## src/rtl/tlb_refill_walker_pkg.sv

```systemverilog
// Shared constants and state encoding for the TLB refill walker.
package tlb_refill_walker_pkg;

  localparam int unsigned VADDR_W        = 32;
  localparam int unsigned PTE_W          = 32;
  localparam int unsigned OFFSET         = 12;
  localparam int unsigned PHYS_ADDR_SIZE = 32;
  localparam int unsigned VPN_W          = VADDR_W - OFFSET;
  localparam int unsigned PTE_VALID_BIT  = 0;
  localparam int unsigned PTE_BYTES      = 4;
  localparam int unsigned PTE_SHIFT      = $clog2(PTE_BYTES);

  typedef enum logic [2:0] {
    ST_IDLE   = 3'd0,
    ST_REQ    = 3'd1,
    ST_WRITE  = 3'd2,
    ST_SETTLE = 3'd3,
    ST_FAULT  = 3'd4
  } walk_state_e;

endpackage : tlb_refill_walker_pkg

```

## src/rtl/tlb_refill_walker_pte_address_gen.sv

```systemverilog
// PTE address generator: ptbr + VPN * PTE_BYTES, summed at full width and
// truncated to the physical address width (wraps silently).
module pte_address_gen
  import tlb_refill_walker_pkg::*;
(
  input  logic [PHYS_ADDR_SIZE-1:0] ptbr,
  input  logic [VPN_W-1:0]          vpn,
  output logic [PHYS_ADDR_SIZE-1:0] pte_addr_c
);

  localparam int unsigned IDX_W = VPN_W + PTE_SHIFT;
  localparam int unsigned SUM_W = ((PHYS_ADDR_SIZE > IDX_W) ? PHYS_ADDR_SIZE : IDX_W) + 1;

  logic [SUM_W-1:0] sum_full;
  logic             unused_carry;

  // Full-width add; bits above the physical width are discarded.
  assign sum_full     = SUM_W'(ptbr) + SUM_W'({vpn, {PTE_SHIFT{1'b0}}});
  assign pte_addr_c   = sum_full[PHYS_ADDR_SIZE-1:0];
  assign unused_carry = ^sum_full[SUM_W-1:PHYS_ADDR_SIZE];

endmodule : pte_address_gen

```

## src/rtl/tlb_refill_walker.sv

```systemverilog
// TLB refill walker: on a TLB miss, fetches the PTE from a single-level
// linear page table and writes the translation back to the TLB.
// Optional feature macro: TLB_REFILL_FAULT_EN (invalid PTE -> held page fault
// until fault_ack_i; without it every PTE is written and page_fault_o is 0).
module tlb_refill_walker
  import tlb_refill_walker_pkg::*;
(
  input  logic                      clock,
  input  logic                      reset_n,
  input  logic                      tlb_miss_i,
  input  logic [VADDR_W-1:0]        miss_vaddr_i,
  input  logic [PHYS_ADDR_SIZE-1:0] ptbr_i,
  output logic                      mem_req_o,
  output logic [PHYS_ADDR_SIZE-1:0] mem_addr_o,
  input  logic                      mem_ready_i,
  input  logic [PTE_W-1:0]          mem_data_i,
  output logic [VPN_W-1:0]          w_virtual_page_o,
  output logic [VPN_W-1:0]          w_phys_page_o,
  output logic                      write_enable_o,
  output logic                      stall_o,
  output logic                      page_fault_o,
  input  logic                      fault_ack_i
);

  walk_state_e               state;
  logic [VPN_W-1:0]          vpn_q;
  logic [VPN_W-1:0]          miss_vpn;
  logic [PHYS_ADDR_SIZE-1:0] pte_addr_c;
  logic                      unused_bits;

  assign miss_vpn = miss_vaddr_i[VADDR_W-1:OFFSET];

  // Low bits never feed the walk; acknowledge them here to keep lint quiet.
  assign unused_bits = ^{miss_vaddr_i[OFFSET-1:0], mem_data_i[OFFSET-1:0], fault_ack_i};

  pte_address_gen u_pte_address_gen (
    .ptbr       (ptbr_i),
    .vpn        (miss_vpn),
    .pte_addr_c (pte_addr_c)
  );

`ifndef TLB_REFILL_FAULT_EN
  assign page_fault_o = 1'b0;
`endif

  // Walk FSM with registered outputs.
  always_ff @(posedge clock) begin
    if (!reset_n) begin
      state            <= ST_IDLE;
      vpn_q            <= '0;
      mem_req_o        <= 1'b0;
      mem_addr_o       <= '0;
      w_virtual_page_o <= '0;
      w_phys_page_o    <= '0;
      write_enable_o   <= 1'b0;
      stall_o          <= 1'b0;
`ifdef TLB_REFILL_FAULT_EN
      page_fault_o     <= 1'b0;
`endif
    end else begin
      write_enable_o <= 1'b0;
      case (state)
        ST_IDLE: begin
          if (tlb_miss_i) begin
            vpn_q      <= miss_vpn;
            mem_addr_o <= pte_addr_c;
            mem_req_o  <= 1'b1;
            stall_o    <= 1'b1;
            state      <= ST_REQ;
          end
        end
        ST_REQ: begin
          if (mem_ready_i) begin
            mem_req_o <= 1'b0;
`ifdef TLB_REFILL_FAULT_EN
            if (!mem_data_i[PTE_VALID_BIT]) begin
              page_fault_o <= 1'b1;
              state        <= ST_FAULT;
            end else begin
              w_virtual_page_o <= vpn_q;
              w_phys_page_o    <= mem_data_i[PTE_W-1:OFFSET];
              write_enable_o   <= 1'b1;
              state            <= ST_WRITE;
            end
`else
            w_virtual_page_o <= vpn_q;
            w_phys_page_o    <= mem_data_i[PTE_W-1:OFFSET];
            write_enable_o   <= 1'b1;
            state            <= ST_WRITE;
`endif
          end
        end
        ST_WRITE: begin
          state <= ST_SETTLE;
        end
        ST_SETTLE: begin
          stall_o <= 1'b0;
          state   <= ST_IDLE;
        end
`ifdef TLB_REFILL_FAULT_EN
        ST_FAULT: begin
          if (fault_ack_i) begin
            page_fault_o <= 1'b0;
            stall_o      <= 1'b0;
            state        <= ST_IDLE;
          end
        end
`endif
        default: begin
          mem_req_o <= 1'b0;
          stall_o   <= 1'b0;
          state     <= ST_IDLE;
        end
      endcase
    end
  end

endmodule : tlb_refill_walker

```

## config.mk

```make
export PLATFORM = sky130hd
export DESIGN_NAME = tlb_refill_walker
export DESIGN_NICKNAME = d
export VERILOG_FILES = /design/src/rtl/tlb_refill_walker_pkg.sv /design/src/rtl/tlb_refill_walker_pte_address_gen.sv /design/src/rtl/tlb_refill_walker.sv
export SDC_FILE = /design/constraint.sdc
export NUM_CORES = 1
export LEC_CHECK = 0
export BUFFER_PORTS_ARGS = -buffer_cell sky130_fd_sc_hd__buf_2
export CAP_MARGIN = 20
export CORE_ASPECT_RATIO = 0.5
export CORE_MARGIN = 10
export CORE_UTILIZATION = 50
export CTS_BUF_LIST = sky130_fd_sc_hd__clkbuf_8 sky130_fd_sc_hd__clkbuf_16
export CTS_CLUSTER_DIAMETER = 100
export CTS_CLUSTER_SIZE = 24
export DETAILED_ROUTE_END_ITERATION = 7
export GPL_ROUTABILITY_DRIVEN = 0
export PLACE_DENSITY = 0.77
export SLEW_MARGIN = 20
export SYNTH_ARGS = -nofsm -noshare
export SYNTH_HDL_FRONTEND = slang
export SYNTH_SLANG_ARGS = --single-unit
```

## constraint.sdc

```tcl
create_clock -name clock -period 2.99 [get_ports clock]
set_input_delay 0.1495 -clock clock [delete_from_list [all_inputs] [get_ports clock]]
set_output_delay 0.1495 -clock clock [all_outputs]
set_load 0.005 [all_outputs]
```

# After elaboration in Yosys (flattened, before gate mapping)
# Cells that the tools add are included.
dict set report op_classes {
  n_addsub 1
  eq_ne 5
  muxes 8
  bitwise_logic 2
  n_reduce_logical 9
}
# cell n
set op_table {}
lappend op_table {{32-bit by 22-bit adder with 32-bit output} 1}
lappend op_table {{2-bit AND reduction} 5}
lappend op_table {{3-bit one-hot mux with 3 select lines} 1}
lappend op_table {{3-bit by 2-bit equality test with 1-bit output, second input constant} 2}
lappend op_table {{3-bit 2-to-1 mux} 2}
lappend op_table {{2-bit inequality test, second input constant} 2}
lappend op_table {{2-bit OR reduction} 2}
lappend op_table {{3-bit by 1-bit equality test with 1-bit output, second input constant} 1}
lappend op_table {{3-bit logical NOT} 1}
lappend op_table {{1-bit 2-to-1 mux} 3}
lappend op_table {{1-bit one-hot mux with 3 select lines} 1}
lappend op_table {{3-bit AND reduction} 1}
lappend op_table {{1-bit inverter} 2}
lappend op_table {{1-bit one-hot mux with 2 select lines} 1}
dict set report word_totals {
  register_bits 98
  inputBits 101
  out_inout_bits 76
  wordCells 33
}

# Longest topological paths before layout
dict set report logic_depth {
  depth_word 4
  depth_mapped 10
  ltp_nobuf 10
}

# By module
# From an unflattened synthesis, not the netlist that was laid out.
dict set report hier_totals {
  cells_unflattened 659
  hier_area_um2 4929.7
}
# mod instances cells_each area_each_um2 seq_area_each_um2
set modules_own_cells {}
lappend modules_own_cells {tlb_refill_walker 1 435 3442.1 1941.9}
lappend modules_own_cells {pte_address_gen 1 224 1487.7 0.0}

# Worst setup path before layout
# OpenSTA, ideal clock, no wires.
dict set report synth_path {
  kind {in2reg}
  start {input miss_vaddr_i[12]}
  end {register mem_addr_o[30]}
  setup_time_ns 0.074
  arrival_time_ns 2.175
  required_time_ns 2.916
  slack_ns 0.741
  path_stages 10
  path_buffers 0
  path_cell_list {ha_1 -> inv_1 -> fa_1 -> nand2b_1 -> a21oi_2 -> o21ai_2 -> a211oi_2 -> a21bo_2 -> or4b_1 -> a31oi_1}
}
dict set report synth_between {
  elab_chain_cells 1
}
# item line
set synth_rtl {}
lappend synth_rtl {{start, declared} tlb_refill_walker.sv:11} ;# input logic [VADDR_W-1:0] miss_vaddr_i,
lappend synth_rtl {{32-bit by 22-bit adder with 32-bit output} tlb_refill_walker_pte_address_gen.sv:18} ;# assign sum_full = SUM_W'(ptbr) + SUM_W'({vpn, {PTE_SHIFT{1'b0}}});
lappend synth_rtl {{end signal, assigned} tlb_refill_walker.sv:66} ;# mem_addr_o <= pte_addr_c;
lappend synth_rtl {{end, declared} tlb_refill_walker.sv:14} ;# output logic [PHYS_ADDR_SIZE-1:0] mem_addr_o,
# No other way between the ends.
# A chain may end at the register's enable or synchronous reset.

# Worst setup path in the final report
# Same ends and word-level chain as after synthesis.

==> summary.txt <==
Setup path
  – Critical Path Sink Type: flop
  – Levels on crit path: 11
  – Worst EP required: 3.27 ns
  – CP Launch Type: input pin
  – Critical-path cell list: buf_2 > ha_1 > inv_1 > fa_1 > nand2b_1 > a21oi_2 > o21ai_2 > a211oi_2 > a21bo_2 > or4b_1 > a31oi_1
  – CP delay by family, top: compound AO/OA/AOI/OAI gates
  – Critical path type: in -> reg
  – Worst Path Arrival: around 2.6 ns
  – WP buf/inv: 2
  – Crit path max fanout: 5
  – Largest stage delay on the critical path: about 0.45 ns
  – Slowest-stage cell, CP: or4b_1
  – Worst Reg-to-Reg Cells: 6

Clock network
  – CTS sink cnt: 97
  – Number of buffers created by CTS: 9
  – Root buffer cell: clkbuf_16
  – CTS tree: done
  – Clock Path Buffers: 2
  – CTS clk-pin slew, worst paths: 0.07 ns
  – Post-CTS sizing: 0
  – Hold Buf Count CTS: 0
  – Worst-skew pair later-pin latency: about 0.35 ns
  – H-tree depth: 3
  – Post-CTS setup buffers: 0

Timing
  – Slew Viols, Final: 0
  – Slew margin rel.: 0.4464
  – Setup_tns: 0 ns
  – Fin. Hold Viols: 0
  – Max frequency: 431.4 MHz
  – Tmin final: 2.318 ns
  – Slew @ Worst Pin: 0.8303 ns
  – Hold_ws: between 0.04 and 0.05 ns
  – PnR worst setup slack: slightly below 0.7 ns
  – RSZ-0062 raised after global routing: no
  – Endpoints failing setup: 0
  – Final Cycle Share: 0.7752
  – Final Skew: ~0.0067 ns

Pwr
  – Worst vdd rail ir drop: ~300 uV
  – Final Power: around 4100 uW
  – Leak: 0.002643 uW
  – PD cells: 677.0 mW/mm^2

Logic synthesis
  – Main flop type after synthesis: dfxtp_1
  – Async S/R FF share, synth: 0
  – Top-count cell post-synth: nand2_1
  – Avg Inst Size Synth: between 8 and 9 sq um
  – Mapped cell area: ~0.0050 sq mm
  – Post-synth top area cell: dfxtp_1
  – Most frequent cells after synthesis: nand2_1 (161), dfxtp_1 (97), a21boi_0 (66)
  – Flops & latches, synth: 97
  – Sequential fraction of the synthesis area: 0.3917
  – Mapped Cells: 609
  – Post-synth EDFFs: 0
  – Mapped Nets: 735
  – Top cells by area, synth: dfxtp_1 (39%), nand2_1 (12%), a21boi_0 (10%)
  – Synth cell types: 57
  – Yosys warns: 0
  – Yosys top cell area share: 0.3917

Route
  – WL met1: 6.717 mm
  – Vias: 4,656
  – Wire length on met3: approximately 1.0 mm
  – Antenna Violating Nets Remaining: 0
  – Metal2 WL: 6.134 mm
  – Initial DRC count: 321
  – Top sig layer: met4
  – First-pass DRT Iterations: 5
  – Avg WL per Cell: roughly 16 microns
  – DRC viols: 0
  – Vias per cell: 5.303
  – Routed wire length: between 10 and 15 mm

Flow run
  – # Max-Cap Violations: 0

Floorplan
  – Top Ports: 177
  – # rows: 25
  – Die ar.: 0.01454 sq mm
  – Starting Density: 0.5196
  – Die extent in x: 160.8 microns
  – Core ar.: 0.009540 sq mm
  – Vert. Die Dim: about 90 microns

Cells and area
  – Share of layout cells above drive strength 1: 0.2530
  – Final #Nets: 864
  – N_diodes: 0
  – Area Overhead vs Synth: 21.71%

Worst hold path
  – Hold Path Stages: 3
  – HP Class: in -> reg

GRT
  – Largest net degree at the start of global routing: 50
  – Vias in the first global route: 4,523
  – Remaining global-route overflow: 0
  – Antenna violations before repair: 0
  – Overall routing resource usage: 0.1882
  – Wire length of the first global-routing pass: 22.87 mm

Placed design
  – Hpwl dp: 10.49 mm
  – IO buf count: 150
  – Pre-CTS setup slack: 0.3343 ns

Run status
  – Status: finished clean
==> routing by layer <==
layer | up-vias | track usage
met3 | 12 | 0.06187
met1 | 2121 | 0.2475
li1 | 2353 | -
met4 | 0 | 0.04593
met2 | 170 | 0.2909
met5 | - | 0
==> flip-flops by register name, indices dropped and copies added (netlist names) <==
signal,count
mem_addr_o,32
w_virtual_page_o,20
vpn_q,20
state,2
stall_o,1
w_phys_page_o,20
write_enable_o,1
mem_req_o,1
==> cells by family (layout without fill, tap and decap cells) <==
kind of cell,count (synthesis),after routing,share of synthesized area
other cells,1,1,0.0007565
flops,97,97,0.3917
simple gates,247,247,0.2269
fa+ha+maj,25,25,0.06461
mux,1,1,0.002019
compound gates,170,170,0.2330
xor+xnor,18,18,0.03180
buf+inv,50,184,0.04922
==> per-stage QoR <==
stage	cells	area (sq um)	util
after floorplan	609	4957	-
after global placement	862	5729	0.6005
after detailed placement	862	5729	0.6005
after CTS	878	6033	0.6324
after global routing	878	6033	0.6324
final	878	6033	0.6324
==> power by group <==
part	internal, uW	total [uW]	switching [uW]
Combinational	478	1230	748
Sequential	1530	1660	129
Clock	675	1190	520
==> cell type report <==
type / instances / area, sq um
clock inverters: 6 / 65.06
well taps: 135 / 168.9
repair buffers: 157 / 803.3
fillers: 912 / 3507
inverters: 11 / 41.29
flip-flops and latches: 97 / 1942
multi-input cells: 462 / 2774
clock buffers: 10 / 239.0
==> worst paths after layout <==
kind                                     start                                 to  slack (ns)
max                           miss_vaddr_i[12]        mem_addr_o[30]$_SDFFE_PN0P_        0.67
min                             mem_data_i[19]      w_phys_page_o[7]$_SDFFE_PN0P_        0.05
max reg2reg              state[0]$_SDFFE_PN0P_         mem_addr_o[2]$_SDFFE_PN0P_        0.99
min reg2reg  w_virtual_page_o[16]$_SDFFE_PN0P_  w_virtual_page_o[16]$_SDFFE_PN0P_        0.46
==> tightest hold or removal path: cells and delay by family <==
family          cells  cell delay (ns)
simple gates        1             0.04
compound gates      1             0.06
buf+inv             1             0.10
==> layout by cell type (no fill, tap or decap), types with 6 or more instances in the layout <==
| cell | instances |
|---|---|
| a31oi_1 | 6 |
| clkbuf_16 | 9 |
| o211ai_1 | 8 |
| nand2_1 | 160 |
| nor2_1 | 13 |
| xnor2_1 | 7 |
| nand3_1 | 16 |
| dfxtp_1 | 97 |
| a21oi_1 | 29 |
| and2_1 | 16 |
| buf_2 | 150 |
| nand4_1 | 7 |
| buf_4 | 7 |
| ha_1 | 24 |
| xor2_1 | 11 |
| inv_1 | 12 |
| o21ai_0 | 30 |
| a21boi_0 | 66 |
(Power assumes the default switching activity.)
